--- src/rtl/mem_ctrl_pkg.sv ---
// Shared types and default widths for the burst memory controller.
package mem_ctrl_pkg;

    localparam int DEF_ADDR_W  = 8;
    localparam int DEF_DATA_W  = 16;
    localparam int DEF_DELAY_W = 16;
    localparam int DEF_BURST_W = 4;

    typedef enum logic [1:0] {
        IDLE   = 2'd0,
        ACCESS = 2'd1,
        GAP    = 2'd2
    } state_t;

endpackage

--- src/rtl/sync_rise_det.sv ---
// Synchronises an asynchronous strobe into clk and emits a one-cycle pulse on its rising edge.
module sync_rise_det #(
    parameter int STAGES = 2
) (
    input  logic clk,
    input  logic rst,
    input  logic async_in,
    output logic rise
);

    logic [STAGES-1:0] sync_q, sync_d;
    logic              hist_q, hist_d;

    // Shift the strobe through the synchroniser; the history flop remembers the last synced value.
    always_comb begin
        sync_d = {sync_q[STAGES-2:0], async_in};
        hist_d = sync_q[STAGES-1];
    end

    // Synchroniser and history registers.
    always_ff @(posedge clk) begin
        if (rst) begin
            sync_q <= '0;
            hist_q <= 1'b0;
        end else begin
            sync_q <= sync_d;
            hist_q <= hist_d;
        end
    end

    assign rise = sync_q[STAGES-1] & ~hist_q;

endmodule

--- src/rtl/mem_burst_ctrl.sv ---
// Burst memory controller: accepts a JTAG-side request and issues one or more memory beats,
// each held for a programmable number of cycles or until the memory acknowledges.
module mem_burst_ctrl
    import mem_ctrl_pkg::*;
#(
    parameter int ADDR_W      = DEF_ADDR_W,
    parameter int DATA_W      = DEF_DATA_W,
    parameter int DELAY_W     = DEF_DELAY_W,
    parameter int BURST_W     = DEF_BURST_W,
    parameter int SYNC_STAGES = 2,
    parameter int USE_ACK     = 0
) (
    input  logic              clk,
    input  logic              sys_rst,
    input  logic              sel,
    input  logic              we,
    input  logic [ADDR_W-1:0] addr,
    input  logic [DATA_W-1:0] wdata,
    input  logic [BURST_W-1:0] burst_len,
    input  logic [DELAY_W-1:0] delay_cfg,
    output logic              ready,
    output logic [DATA_W-1:0] rdata,
    output logic              rvalid,
    output logic              err,
    input  logic [DATA_W-1:0] mem_rdata,
    input  logic              mem_ack,
    output logic              mem_sel,
    output logic              mem_we,
    output logic [ADDR_W-1:0] mem_addr,
    output logic [DATA_W-1:0] mem_wdata
);

    localparam logic ACK_EN = (USE_ACK != 0);

    state_t             state_q, state_d;
    logic [DELAY_W-1:0] cnt_q, cnt_d;
    logic [DELAY_W-1:0] dly_q, dly_d;
    logic [BURST_W-1:0] beat_cnt_q, beat_cnt_d;
    logic               mem_we_q, mem_we_d;
    logic [ADDR_W-1:0]  mem_addr_q, mem_addr_d;
    logic [DATA_W-1:0]  mem_wdata_q, mem_wdata_d;
    logic [DATA_W-1:0]  rdata_q, rdata_d;
    logic               rvalid_q, rvalid_d;
    logic               err_q, err_d;
    logic               ready_q, ready_d;
    logic               mem_sel_q, mem_sel_d;

    logic req;
    logic in_access;
    logic cnt_hit;
    logic beat_done;
    logic timeout;

    sync_rise_det #(.STAGES(SYNC_STAGES)) u_sel_det (
        .clk      (clk),
        .rst      (sys_rst),
        .async_in (sel),
        .rise     (req)
    );

    // Next-state logic for the FSM, the access/beat counters and the datapath.
    always_comb begin
        state_d     = state_q;
        dly_d       = dly_q;
        beat_cnt_d  = beat_cnt_q;
        mem_we_d    = mem_we_q;
        mem_addr_d  = mem_addr_q;
        mem_wdata_d = mem_wdata_q;
        rdata_d     = rdata_q;
        err_d       = err_q;

        in_access = (state_q == ACCESS);
        cnt_hit   = in_access && (cnt_q == dly_q);
        // An ack arriving on the last allowed cycle wins over the timeout.
        beat_done = cnt_hit || (ACK_EN && in_access && mem_ack);
        timeout   = ACK_EN && cnt_hit && !mem_ack;

        cnt_d    = (in_access && !beat_done) ? cnt_q + DELAY_W'(1) : '0;
        rvalid_d = beat_done && !mem_we_q;
        if (beat_done && !mem_we_q) begin
            rdata_d = mem_rdata;
        end

        case (state_q)
            IDLE: begin
                if (req) begin
                    mem_we_d    = we;
                    mem_addr_d  = addr;
                    mem_wdata_d = wdata;
                    beat_cnt_d  = burst_len;
                    dly_d       = delay_cfg;
                    err_d       = 1'b0;
                    state_d     = ACCESS;
                end
            end
            ACCESS: begin
                if (beat_done) begin
                    if (beat_cnt_q != '0) begin
                        mem_addr_d = mem_addr_q + ADDR_W'(1);
                        beat_cnt_d = beat_cnt_q - BURST_W'(1);
                        state_d    = GAP;
                    end else begin
                        state_d = IDLE;
                    end
                end
            end
            GAP: begin
                state_d = ACCESS;
            end
            default: begin
                state_d = IDLE;
            end
        endcase

        // A request while busy is dropped but flagged; a timed-out beat is flagged too.
        if ((req && state_q != IDLE) || timeout) begin
            err_d = 1'b1;
        end

        ready_d   = (state_d == IDLE);
        mem_sel_d = (state_d == ACCESS);
    end

    // All state and registered outputs; reset clears everything and returns to IDLE.
    always_ff @(posedge clk) begin
        if (sys_rst) begin
            state_q     <= IDLE;
            cnt_q       <= '0;
            dly_q       <= '0;
            beat_cnt_q  <= '0;
            mem_we_q    <= 1'b0;
            mem_addr_q  <= '0;
            mem_wdata_q <= '0;
            rdata_q     <= '0;
            rvalid_q    <= 1'b0;
            err_q       <= 1'b0;
            ready_q     <= 1'b1;
            mem_sel_q   <= 1'b0;
        end else begin
            state_q     <= state_d;
            cnt_q       <= cnt_d;
            dly_q       <= dly_d;
            beat_cnt_q  <= beat_cnt_d;
            mem_we_q    <= mem_we_d;
            mem_addr_q  <= mem_addr_d;
            mem_wdata_q <= mem_wdata_d;
            rdata_q     <= rdata_d;
            rvalid_q    <= rvalid_d;
            err_q       <= err_d;
            ready_q     <= ready_d;
            mem_sel_q   <= mem_sel_d;
        end
    end

    assign ready     = ready_q;
    assign rdata     = rdata_q;
    assign rvalid    = rvalid_q;
    assign err       = err_q;
    assign mem_sel   = mem_sel_q;
    assign mem_we    = mem_we_q;
    assign mem_addr  = mem_addr_q;
    assign mem_wdata = mem_wdata_q;

endmodule

--- config.mk ---
export PLATFORM = sky130hd
export DESIGN_NAME = mem_burst_ctrl
export DESIGN_NICKNAME = d
export VERILOG_FILES = /design/src/rtl/mem_ctrl_pkg.sv /design/src/rtl/sync_rise_det.sv /design/src/rtl/mem_burst_ctrl.sv
export SDC_FILE = /design/constraint.sdc
export NUM_CORES = 1
export LEC_CHECK = 0
export CORE_MARGIN = 3
export CORE_UTILIZATION = 48
export CTS_BUF_LIST = sky130_fd_sc_hd__clkbuf_8
export CTS_CLUSTER_DIAMETER = 150
export CTS_CLUSTER_SIZE = 16
export DETAILED_ROUTE_END_ITERATION = 8
export PLACE_DENSITY = 0.86
export SETUP_SLACK_MARGIN = 0.4
export SLEW_MARGIN = 20
export SYNTH_ARGS = -nofsm -noshare
export SYNTH_HDL_FRONTEND = slang
export SYNTH_SLANG_ARGS = --single-unit
--- constraint.sdc ---
create_clock -name clk -period 2.4 [get_ports clk]
set_input_delay 0.48 -clock clk [delete_from_list [all_inputs] [get_ports clk]]
set_output_delay 0.48 -clock clk [all_outputs]
set_load 0.1 [all_outputs]
# == Word level (Yosys, flattened, before mapping) ==
# Cells that the tools add are included.
# Widths: inputs -> output; s select.
# word_totals
register_bits,86
out_inout_bits,45
word_cells,59
# classes
add_sub_neg,3
n_eq_ne,7
muxes,15
n_bitwise,3
reduce_logical,17
# op_table
cell,n
$mux 8,3
$add 16x1->16 const B,1
$eq 16x16->1,1
$pmux 8 s2,1
$mux 4,3
$add 8x1->8 const B,1
$pmux 4 s2,1
$reduce_bool 2->1,4
$mux 2,3
$pmux 2 s3,1
$eq 2x1->1 const B,2
$logic_and 1x1->1,4
$logic_not 2->1,2
$ne 2x1->1 const B,2
$reduce_and 2->1,2
$reduce_and 4->1,1
$reduce_bool 4->1,1
$sub 4x1->4 const B,1
$mux 1,3
$eq 2x2->1 const B,1
$logic_not 1->1,2
$ne 2x2->1 const B,1
$not 1->1,2
$reduce_or 2->1,1
$and 1x1->1,1

# == Depth between registers and ports, before layout ==
# logic_depth
word_depth,6
mapped_depth,9
depth_no_buf,8

# == Hierarchy ==
# Synthesis repeated with hierarchy kept, for this count alone.
# unflattened
cells_unflattened,410
hier_area_um2,3535.9
# by_module_without_submodules
mod,instances,cells_each,area_each_um2
mem_burst_ctrl,1,403,3448.3
sync_rise_det,1,7,87.6

# == Least setup slack after synthesis ==
# No wires, ideal clock.
# synth_timing
kind,register -> register
from,"register mem_addr_q[0], in the netlist mem_addr[0]"
to,"register mem_addr_q[6], in the netlist mem_addr[6]"
setup_time_ns,0.075
arrival_time_ns,2.174
required_ns,2.325
slack_ns,0.151
stages_incl_launch_ff,7
n_path_buf,0
path_cell_list,dfxtp_1 -> ha_1 -> nand3_1 -> or2_2 -> o31ai_1 -> mux2i_1 -> o21ai_0
# synth_between
elab_chain_len,4
# synth_lines
item,line,text
start: declaration,mem_burst_ctrl.sv:40,"logic [ADDR_W-1:0] mem_addr_q, mem_addr_d;"
start signal: assignment,mem_burst_ctrl.sv:145,mem_addr_q <= mem_addr_d;
$add 8x1->8,mem_burst_ctrl.sv:99,mem_addr_d = mem_addr_q + ADDR_W'(1);
$mux 8,mem_burst_ctrl.sv:98,if (beat_cnt_q != '0) begin
$mux 8,mem_burst_ctrl.sv:97,if (beat_done) begin
$pmux 8 s2,mem_burst_ctrl.sv:84,case (state_q)
# No other way between the ends. The select of a mux whose other input is x is not followed.
# A chain may end at the register's enable or synchronous reset.

# == Worst setup path after layout ==
# layout_timing
from,register cnt_q[12]
to,"register mem_addr_q[5], in the netlist mem_addr[5]"
# layout_between
elab_chain_len,4
# layout_lines
item,line,text
start: declaration,mem_burst_ctrl.sv:36,"logic [DELAY_W-1:0] cnt_q, cnt_d;"
start signal: assignment,mem_burst_ctrl.sv:141,cnt_q <= cnt_d;
$eq 16x16->1,mem_burst_ctrl.sv:73,cnt_hit = in_access && (cnt_q == dly_q);
$logic_and 1x1->1,mem_burst_ctrl.sv:73,
$ne 2x1->1 (no source line),--,
$reduce_and 4->1 (no source line),--,
# No other way between the ends.

==> flow_metrics.py <==
metrics = {
    "sta": {
        "fin_ws_ns": 0.343,
        "fin_skew_ns": 0.0104,
        "finalCritPeriodShare": 0.857,
        "fin_crit_ns": 2.06,
        "drv_slew": 0,
        "whs_ns": 0.456,
        "hold_viol": 0,
        "setup_viol_count_final": 0,
        "fmaxAchievable_mhz": 486,
        "rsz0062_at_grt": "true",
        "slew-limit-headroom": 0.599,
        "fin_tns_setup_ns": 0,
        "worst_pin_slew_ns": 0.601,
    },
    "setup_path": {
        "slowest_delay_ns": 0.51,
        "cp-start-kind": "flip-flop",
        "required_ns": 2.66,
        "worstPathArrival_ns": 2.32,
        "critPathTopFamily": "simple AND/OR/NAND/NOR gates",
        "cpMaxStageDelayCell": "or4b_4",
        "endpoint_kind": "flip-flop",
        "critPathKind": "reg -> reg",
        "crit_buf_inv": 1,
        "path_cells": "xor2_1, nor4_2, nand4_1, buf_6, or4b_4, a221oi_2",
        "path_max_fanout": 4,
    },
    "power_and_ir_drop": {
        "pwr-share-clk": 0.280,
        "p_sw_uw": 904,
        "intPower_mw": 2.06,
        "power.density_nw_per_um2": 613,
        "switching_share": 0.305,
        "total_power_mw": 2.97,
        "ir_drop_mv": 0.441,
        "p_leak_nw": 2.05,
        "combPwrFrac": 0.210,
        "seqPwrFrac": 0.510,
    },
    "clock_network": {
        "cts.path.max_buffers": 2,
        "clk-insertion-delay-late_ns": 0.35,
        "clk_pin_slew_ns": 0.08,
        "cts_made_buffers": 9,
        "root_buffer": "clkbuf_8",
        "hold_buffers": 0,
        "cts.htree.levels": 3,
        "cts_tree": "yes",
        "cts.sinks": 86,
    },
    "logic_synthesis": {
        "syn-num-nets": 485,
        "synth-main-ff-cell": "dfxtp_1",
        "yosys.cell_types.count": 40,
        "yosysWarnings": 0,
        "synthCells": 417,
        "avgSynthCellArea_um2": 8.53,
        "synth_enable_flop_cells": 0,
        "synth_seq_cells": 86,
        "synthArstFlopShare": 0,
        "syn_area_um2": 3560,
        "ys_seq_area_frac": 0.484,
    },
    "floorplan": {
        "core_um2": 6980,
        "fp.dieArea_um2": 8480,
        "io_pins": 110,
        "die_h_um": 92.1,
        "die_w_um": 92.1,
        "rows": 30,
        "start_util": 0.509,
    },
    "cells_and_area": {
        "final_cells": 625,
        "fin_util": 0.693,
        "drive_gt1_frac": 0.187,
        "layout.cells.most_common_list": "87 x nand2_1, 74 x dfxtp_1, 62 x clkdlybuf4s50_1",
        "postLayoutCellArea_um2": 4840,
        "syn_to_final_growth_pct": 35.9,
        "antenna_cells": 0,
        "fillers": 582,
        "final_common_cell": "nand2_1",
        "fin_nets": 594,
    },
    "outcome": {
        "status": "complete, no violations",
    },
    "drt": {
        "dr.pass1.iters": 4,
        "wl_per_cell_um": 13.9,
        "wl_mm": 8.69,
        "viasPerCell": 5.16,
        "via_count": 3225,
        "drc": 0,
        "detail-route-antenna-nets": 0,
        "drtIter0Drc": 164,
    },
    "hold_path": {
        "min-delay-path-class": "reg -> reg",
    },
    "placement": {
        "port_buffers": 108,
        "place_ws_ns": 0.344,
        "post_dp_cell_area_um2": 4590,
        "hpwlAfterDp_mm": 6.23,
        "gp_congestion": 0.850,
        "placedCellCount": 605,
    },
    "grt": {
        "grt_pass1_wl_mm": 14.0,
        "grt_max_degree": 47,
        "grt_overflow": 0,
        "track_usage": 0.206,
        "antenna_found_initial": 0,
        "grt_pass1_vias": 3102,
    },
    "run": {
        "maxCapViolCount": 0,
    },
}
layer usage:
| layer | vias to the layer above | track usage | wire [µm] |
|---|---|---|---|
| li1 | 1607 | - | - |
| met1 | 1506 | 0.232 | 3600 |
| met2 | 97 | 0.355 | 4340 |
| met3 | 15 | 0.0796 | 589 |
| met4 | 0 | 0.0693 | 161 |
| met5 | - | 0 | 0 |
cell type report:
cell class,instances,area [µm²],area share
Sequential cell,86,1740,0.360
Tap cell,96,120,0.0248
Clock buffer,9,124,0.0256
Clock inverter,5,30.0,0.00621
Multi-Input combinational cell,302,1720,0.356
Timing Repair Buffer,123,1090,0.225
Inverter,4,15.0,0.00310
synth_stat cells, drive strengths merged (3+ instances only):
library cell,instances,area share
nand4,4,0.0070
nand2,88,0.093
o21ai,8,0.011
mux2i,19,0.053
xnor2,6,0.015
nor4,6,0.014
nand2b,3,0.0053
nor2b,5,0.0088
o31ai,7,0.015
dfxtp,86,0.48
nor3,3,0.0042
nor2,50,0.053
clkbuf,21,0.022
xor2,24,0.059
ha,3,0.011
inv,4,0.0042
and3,4,0.0077
nand3,13,0.018
buf,4,0.013
a21oi,40,0.056
logic make-up after synthesis:
group                    Yosys count  synth area share
AND/OR/NAND/NOR                  184             0.228
XOR/XNOR                          30            0.0739
flip-flops                        86             0.484
AO/OA/AOI/OAI                     66             0.111
multiplexers                      19            0.0535
adder cells (fa/ha/maj)            3            0.0106
buffers and inverters             29            0.0390
worst min-delay path, stage by stage (launching register included):
cell	delay [ns]
dfxtp_1	0.31
nand2_1	0.05
a21oi_1	0.05
power groups by stage:
stage / logic [mW] / clock network, mW / registers (mW)
floorplan: 0.185 / 0 / 1.76
global placement: 0.582 / 0 / 1.54
detailed placement: 0.593 / 0 / 1.54
CTS: 0.613 / 0.853 / 1.51
global route: 0.658 / 0.906 / 1.52
finish: 0.622 / 0.832 / 1.51
registers in the layout (all words and copies together) (netlist names):
| signal | flops |
|---|---|
| beat_cnt_q | 4 |
| cnt_q | 16 |
| dly_q | 16 |
| err | 1 |
| mem_addr | 8 |
| mem_sel | 1 |
| mem_wdata | 16 |
| mem_we | 1 |
| rdata | 16 |
| ready | 1 |
| rvalid | 1 |
| state_q | 2 |
| u_sel_det.hist_q | 1 |
| u_sel_det.sync_q | 2 |
final timing paths:
| path | slack [ns] | end | start | cells past startpoint |
|---|---|---|---|---|
| min | 0.46 | mem_wdata[9]$_SDFFE_PP0P_ | mem_wdata[9]$_SDFFE_PP0P_ | 2 |
| min reg2reg | 0.46 | mem_wdata[9]$_SDFFE_PP0P_ | mem_wdata[9]$_SDFFE_PP0P_ | 2 |
| max | 0.34 | mem_addr[5]$_SDFFE_PP0P_ | cnt_q[12]$_SDFF_PP0_ | 6 |
| max reg2reg | 0.34 | mem_addr[5]$_SDFFE_PP0P_ | cnt_q[12]$_SDFF_PP0_ | 6 |
what timing repair did:
action | in CTS | in global routing
pin swaps | 2 | 7
gates cloned | 0 | 1
hold endpoints to repair | 0 | 0
setup endpoints to repair | 8 | 44
setup buffers | 2 | 3
resized for setup | 6 | 13
No activity file was read; power rests on OpenSTA's default activity.
